==> src/rtl/i2c_sb_initiator.sv <==
// System-bus initiator for the hard I2C FIFO IP: turns one register write/read
// request into the TXDR/CMDR/SR/RXDR access sequence the IP expects.
module i2c_sb_initiator #(
  parameter int unsigned     SBAW     = 8,
  parameter logic [SBAW-1:0] ADR_CMDR = SBAW'(8'h09),
  parameter logic [SBAW-1:0] ADR_TXDR = SBAW'(8'h0D),
  parameter logic [SBAW-1:0] ADR_SR   = SBAW'(8'h0C),
  parameter logic [SBAW-1:0] ADR_RXDR = SBAW'(8'h0E),
  parameter int unsigned     POLL_MAX = 1023
) (
  input  logic            clk_i,
  input  logic            rst_n_i,
  input  logic            req_valid,
  output logic            req_ready,
  input  logic            req_rd,
  input  logic [6:0]      req_dev,
  input  logic [7:0]      req_reg,
  input  logic [7:0]      req_wdata,
  output logic            rsp_valid,
  output logic            rsp_err,
  output logic [7:0]      rsp_rdata,
  output logic            sb_stb_o,
  output logic            sb_cs_o,
  output logic            sb_we_o,
  output logic [SBAW-1:0] sb_adr_o,
  output logic [7:0]      sb_dat_o,
  input  logic [7:0]      sb_dat_i,
  input  logic            sb_ack_i
);
  localparam logic [7:0] CMD_STA_WR = 8'h94;
  localparam logic [7:0] CMD_WR     = 8'h14;
  localparam logic [7:0] CMD_STO    = 8'h44;
  localparam logic [7:0] CMD_RD_STO = 8'h6C;
  localparam int unsigned SR_TRRDY  = 2;
  localparam int unsigned SR_RARC   = 5;
  localparam int unsigned PCW       = (POLL_MAX > 1) ? $clog2(POLL_MAX) : 1;
  localparam logic [PCW-1:0] POLL_LAST = PCW'(POLL_MAX - 1);

  typedef enum logic [2:0] {
    ST_IDLE, ST_WR_TX, ST_WR_CMD, ST_POLL, ST_STOP_ERR, ST_RD_RX, ST_DONE
  } state_t;

  state_t          state_q, state_d;
  logic [2:0]      step_q, step_d;
  logic [PCW-1:0]  poll_cnt_q, poll_cnt_d;
  logic            rd_q, rd_d;
  logic [6:0]      dev_q, dev_d;
  logic [7:0]      reg_q, reg_d;
  logic [7:0]      wdata_q, wdata_d;
  logic            stb_q, stb_d;
  logic            we_q, we_d;
  logic [SBAW-1:0] adr_q, adr_d;
  logic [7:0]      dat_q, dat_d;
  logic            rsp_err_q, rsp_err_d;
  logic [7:0]      rdata_q, rdata_d;

  logic [7:0]      tx_byte, cmd;
  logic            acc_en, acc_we, acc_done;
  logic [SBAW-1:0] acc_adr;
  logic [7:0]      acc_dat;

  // Steps 0..2 are the three SEND bytes; step 3 is the final STOP (write) or RD+STOP (read).
  always_comb begin
    tx_byte = {dev_q, 1'b0};
    cmd     = CMD_STA_WR;
    case (step_q)
      3'd0: begin tx_byte = {dev_q, 1'b0}; cmd = CMD_STA_WR; end
      3'd1: begin tx_byte = reg_q;         cmd = CMD_WR;     end
      3'd2: begin
        tx_byte = rd_q ? {dev_q, 1'b1} : wdata_q;
        cmd     = rd_q ? CMD_STA_WR    : CMD_WR;
      end
      default: cmd = rd_q ? CMD_RD_STO : CMD_STO;
    endcase
  end

  always_comb begin
    acc_en  = 1'b1;
    acc_we  = 1'b1;
    acc_adr = ADR_CMDR;
    acc_dat = cmd;
    case (state_q)
      ST_WR_TX:    begin acc_adr = ADR_TXDR; acc_dat = tx_byte; end
      ST_WR_CMD:   ;
      ST_POLL:     begin acc_we = 1'b0; acc_adr = ADR_SR;   acc_dat = 8'h00; end
      ST_STOP_ERR: acc_dat = CMD_STO;
      ST_RD_RX:    begin acc_we = 1'b0; acc_adr = ADR_RXDR; acc_dat = 8'h00; end
      default:     acc_en = 1'b0;
    endcase
  end

  assign acc_done = stb_q && sb_ack_i;

  // NOTE: every variable gets its hold value first, so no path through the case can infer a latch.
  always_comb begin
    state_d    = state_q;
    step_d     = step_q;
    poll_cnt_d = poll_cnt_q;
    rd_d       = rd_q;
    dev_d      = dev_q;
    reg_d      = reg_q;
    wdata_d    = wdata_q;
    stb_d      = stb_q;
    we_d       = we_q;
    adr_d      = adr_q;
    dat_d      = dat_q;
    rsp_err_d  = rsp_err_q;
    rdata_d    = rdata_q;

    // A state's access launches on its first cycle; the ack cycle drops stb, giving the idle gap.
    if (acc_en && !stb_q) begin
      stb_d = 1'b1;
      we_d  = acc_we;
      adr_d = acc_adr;
      dat_d = acc_dat;
    end
    if (acc_done) stb_d = 1'b0;

    case (state_q)
      ST_IDLE: if (req_valid) begin
        rd_d      = req_rd;
        dev_d     = req_dev;
        reg_d     = req_reg;
        wdata_d   = req_wdata;
        step_d    = 3'd0;
        rsp_err_d = 1'b0;
        rdata_d   = 8'h00;
        state_d   = ST_WR_TX;
      end
      ST_WR_TX: if (acc_done) state_d = ST_WR_CMD;
      ST_WR_CMD: if (acc_done) begin
        poll_cnt_d = '0;
        state_d    = (!rd_q && step_q == 3'd3) ? ST_DONE : ST_POLL;
      end
      ST_POLL: if (acc_done) begin
        if (sb_dat_i[SR_TRRDY]) begin
          if (step_q == 3'd3) state_d = ST_RD_RX;
          else if (sb_dat_i[SR_RARC]) state_d = ST_STOP_ERR;
          else begin
            step_d  = step_q + 3'd1;
            state_d = (step_q == 3'd2) ? ST_WR_CMD : ST_WR_TX;
          end
        end else if (poll_cnt_q == POLL_LAST) begin
          state_d = ST_STOP_ERR;
        end else begin
          poll_cnt_d = poll_cnt_q + PCW'(1);
        end
      end
      ST_STOP_ERR: if (acc_done) begin
        rsp_err_d = 1'b1;
        state_d   = ST_DONE;
      end
      ST_RD_RX: if (acc_done) begin
        rdata_d = sb_dat_i;
        state_d = ST_DONE;
      end
      default: state_d = ST_IDLE;
    endcase
  end

  // NOTE: state registers use non-blocking assignments so all flops update together at the edge.
  always_ff @(posedge clk_i) begin
    if (!rst_n_i) begin
      state_q    <= ST_IDLE;
      step_q     <= 3'd0;
      poll_cnt_q <= '0;
      rd_q       <= 1'b0;
      dev_q      <= 7'h00;
      reg_q      <= 8'h00;
      wdata_q    <= 8'h00;
      stb_q      <= 1'b0;
      we_q       <= 1'b0;
      adr_q      <= '0;
      dat_q      <= 8'h00;
      rsp_err_q  <= 1'b0;
      rdata_q    <= 8'h00;
    end else begin
      state_q    <= state_d;
      step_q     <= step_d;
      poll_cnt_q <= poll_cnt_d;
      rd_q       <= rd_d;
      dev_q      <= dev_d;
      reg_q      <= reg_d;
      wdata_q    <= wdata_d;
      stb_q      <= stb_d;
      we_q       <= we_d;
      adr_q      <= adr_d;
      dat_q      <= dat_d;
      rsp_err_q  <= rsp_err_d;
      rdata_q    <= rdata_d;
    end
  end

  assign req_ready = (state_q == ST_IDLE);
  assign rsp_valid = (state_q == ST_DONE);
  assign rsp_err   = rsp_err_q;
  assign rsp_rdata = rdata_q;
  assign sb_stb_o  = stb_q;
  assign sb_cs_o   = stb_q;
  assign sb_we_o   = we_q;
  assign sb_adr_o  = adr_q;
  assign sb_dat_o  = dat_q;

endmodule

==> config.mk <==
export PLATFORM = sky130hd
export DESIGN_NAME = i2c_sb_initiator
export DESIGN_NICKNAME = d
export VERILOG_FILES = /design/src/rtl/i2c_sb_initiator.sv
export SDC_FILE = /design/constraint.sdc
export NUM_CORES = 1
export LEC_CHECK = 0
export ABC_CLOCK_PERIOD_IN_PS = 4750
export CELL_PAD_IN_SITES_DETAIL_PLACEMENT = 2
export CELL_PAD_IN_SITES_GLOBAL_PLACEMENT = 2
export CORE_MARGIN = 5
export CORE_UTILIZATION = 31
export DETAILED_ROUTE_END_ITERATION = 12
export HOLD_SLACK_MARGIN = 0.06
export PLACE_DENSITY = 0.93
export SYNTH_ARGS = -nofsm -noshare
export SYNTH_HDL_FRONTEND = slang
export SYNTH_SLANG_ARGS = --single-unit
==> constraint.sdc <==
create_clock -name clk_i -period 4.75 [get_ports clk_i]
set_input_delay 0.7125 -clock clk_i [delete_from_list [all_inputs] [get_ports clk_i]]
set_output_delay 0.7125 -clock clk_i [all_outputs]
set_load 0.02 [all_outputs]
==> run metrics <==
Clock Tree Root=clkbuf_8; slew at the pin closest to its max-slew limit=0.9392 ns; final setup fails=0; Worst slew margin=37.32%; pin count of the biggest net entering global routing=29; R2R setup slack=1.96 ns; Hold Path Class=flop to flop; Avg Synthesized Cell Area=8.234 sq um; FF-to-FF path depth=7; Critical R2R Capture=sb_dat_o[6]; Setup Skew=0.009479 ns; Clock transition at path regs=0.07 ns; global placer's final weighted congestion=0.7393; WL final=10.34 mm; Worst setup endpoint=rsp_valid; DRT Pass-1 Iters=4; Overflow after GRT=0; synth-to-layout area growth=28.41%; HPWL after DPL=7.290 mm; Tcrit/Tclk final=61.30%; vias in the first global route=3212; Hold-fix buffers, CTS=0; Hold Path Cell Cnt=2; antenna violations before repair=0; r2r startpoint=state_q[1]; Yosys warning count=0; die height=107.8 um; Fmax=343.4 MHz; DIE WIDTH=107.8 um; DR iter-0 viols=125; VDD IR max=154.7 uV; CP Capture Type=output port; setup TNS=0 ns; first-pass GRT wire length=16.49 mm; dpl ws=1.847 ns; CTS buffer count=9; DRC viols=0; commonest non-fill, non-tap cell in the layout=nand2_1; outcome=completed; slowest stage delay, CP=0.77 ns; FP Rows=35; port buffer count=61; H-tree Lvls=3; core footprint=9284 sq um; share of cells above drive strength 1=5.783%; DR WL/cell=19.00 um; most frequent cells in the layout=nand2_1, dfxtp_1, clkdlybuf4s50_1, nor2_1, a21oi_1; Post-CTS Resized=0; worst-path fanout max=19; Hold Violations, Final=0; crit start category=flop; vias=2849; crit-path cells=nand2_1 -> nor2_1 -> clkdlybuf4s50_1; shortest period the worst path allows=2.912 ns; Starting Density=31.93%; RSZ-0062 raised after global routing=false; Pleak=1.368 nW; HP Start=wdata_q[2]; nets@finish=457; clock tree buffer depth=2; postcts setup bufs=0; Synth Instances=360; GRT Util Overall=18.50%; Most used DFF post-synth=dfxtp_1; max_cap viols=0; sequential fraction of the synthesis area=42.55%; Pwr per Cell Area=510.3 nW/um^2; number of synthesized flops with an enable pin=0; Crit-path slowest cell=dfxtp_1; WP data arrival=2.20 ns; number of vias per cell=5.237; final core utilization=41.00%; synth unique cells=55; CTS Sinks=63; Die ar.=11620 sq um; critical path type=flop to output port; asr flop ratio synth=0%; CTS tree=done; Routed Antenna Nets=0; Seq cells post-synth=63; Slew Viols, Final=0; IO Count=66; Skew-Pair Late Insertion Delay=0.35 ns; Data required, critical path=4.04 ns; diode count=0; post-route setup slack=1.838 ns; CP Launch Point=state_q[1]; Post-Syn Area=2964 sq um
[report_power, final]
part / total [mW] / switching (mW) / internal [mW]
Clock: 0.522 / 0.216 / 0.305
Sequential: 0.721 / 0.103 / 0.618
Combinational: 0.700 / 0.447 / 0.253
[cells in the mapped netlist, drive strengths merged, types with 8 or more instances]
master	n	area share, %
ha	10	4.2
a22oi	16	4.1
dfxtp	63	43
buf	9	2.5
nand3	8	1.4
clkbuf	15	2.6
nor2	43	5.4
nand2	67	8.5
nor3	9	1.9
a21oi	34	5.7
inv	9	1.1
[state kept, by name, summed over array words and instances, names as in the netlist]
name	count
reg_q	8
dev_q	7
sb_dat_o	8
rd_q	1
rsp_rdata	8
sb_we_o	1
rsp_err	1
step_q	3
poll_cnt_q	10
sb_adr_o	4
state_q	3
sb_cs_o	1
wdata_q	8
[per-layer routing]
| layer | vias up | part of all wire (%) | track usage (%) |
|---|---|---|---|
| met2 | 56 | 53 | 33.30 |
| met3 | 20 | 3.1 | 4.439 |
| li1 | 1348 | - | - |
| met1 | 1425 | 42 | 20.96 |
| met5 | - | 0 | 0 |
| met4 | 0 | 2.5 | 7.033 |
[through the flow]
step / cell area, sq um / cells / hold slack [ns] / power [mW]
floorplan: 2975 / 363 / 0.4328 / 1.161
finish: 3806 / 544 / 0.4606 / 1.942
CTS: 3806 / 544 / 0.4631 / 1.962
detailed placement: 3595 / 529 / 0.4540 / 1.421
global route: 3806 / 544 / 0.4826 / 2.055
global placement: 3595 / 529 / 0.4440 / 1.364
[critical path, delay by kind of cell, from the launching register on]
kind / cells / cell delay, ns
simple gates: 2 / 0.41
buf+inv: 1 / 0.66
flops: 1 / 0.77
[worst min path at each step]
stage	endpoint	slack, ns
3_3_place_gp	reg_q[4]	0.44
5_1_grt	reg_q[1]	0.48
2_1_floorplan	wdata_q[0]	0.43
4_1_cts	wdata_q[2]	0.46
3_5_place_dp	wdata_q[2]	0.45
6_report	wdata_q[2]	0.46
[logic make-up after synthesis]
group / count (synthesis) / share of synthesized area [%]
compound gates: 88 / 19.42
flops: 63 / 42.55
other cells: 1 / 0.1265
buf+inv: 34 / 6.543
xor+xnor: 7 / 2.068
fa+ha+maj: 10 / 4.221
simple gates: 157 / 25.07
[cell type report]
cell class                 instances  area (sq um)
inverter                           9         33.78
sequential                        63          1261
tap                              129         161.4
clock buffer                      11         141.4
timing repair buffer              62         618.1
multi-input combinational        266          1520
clock inverter                     4         70.07
fill                            1069          5478
Power figures use the tool's default switching activity.
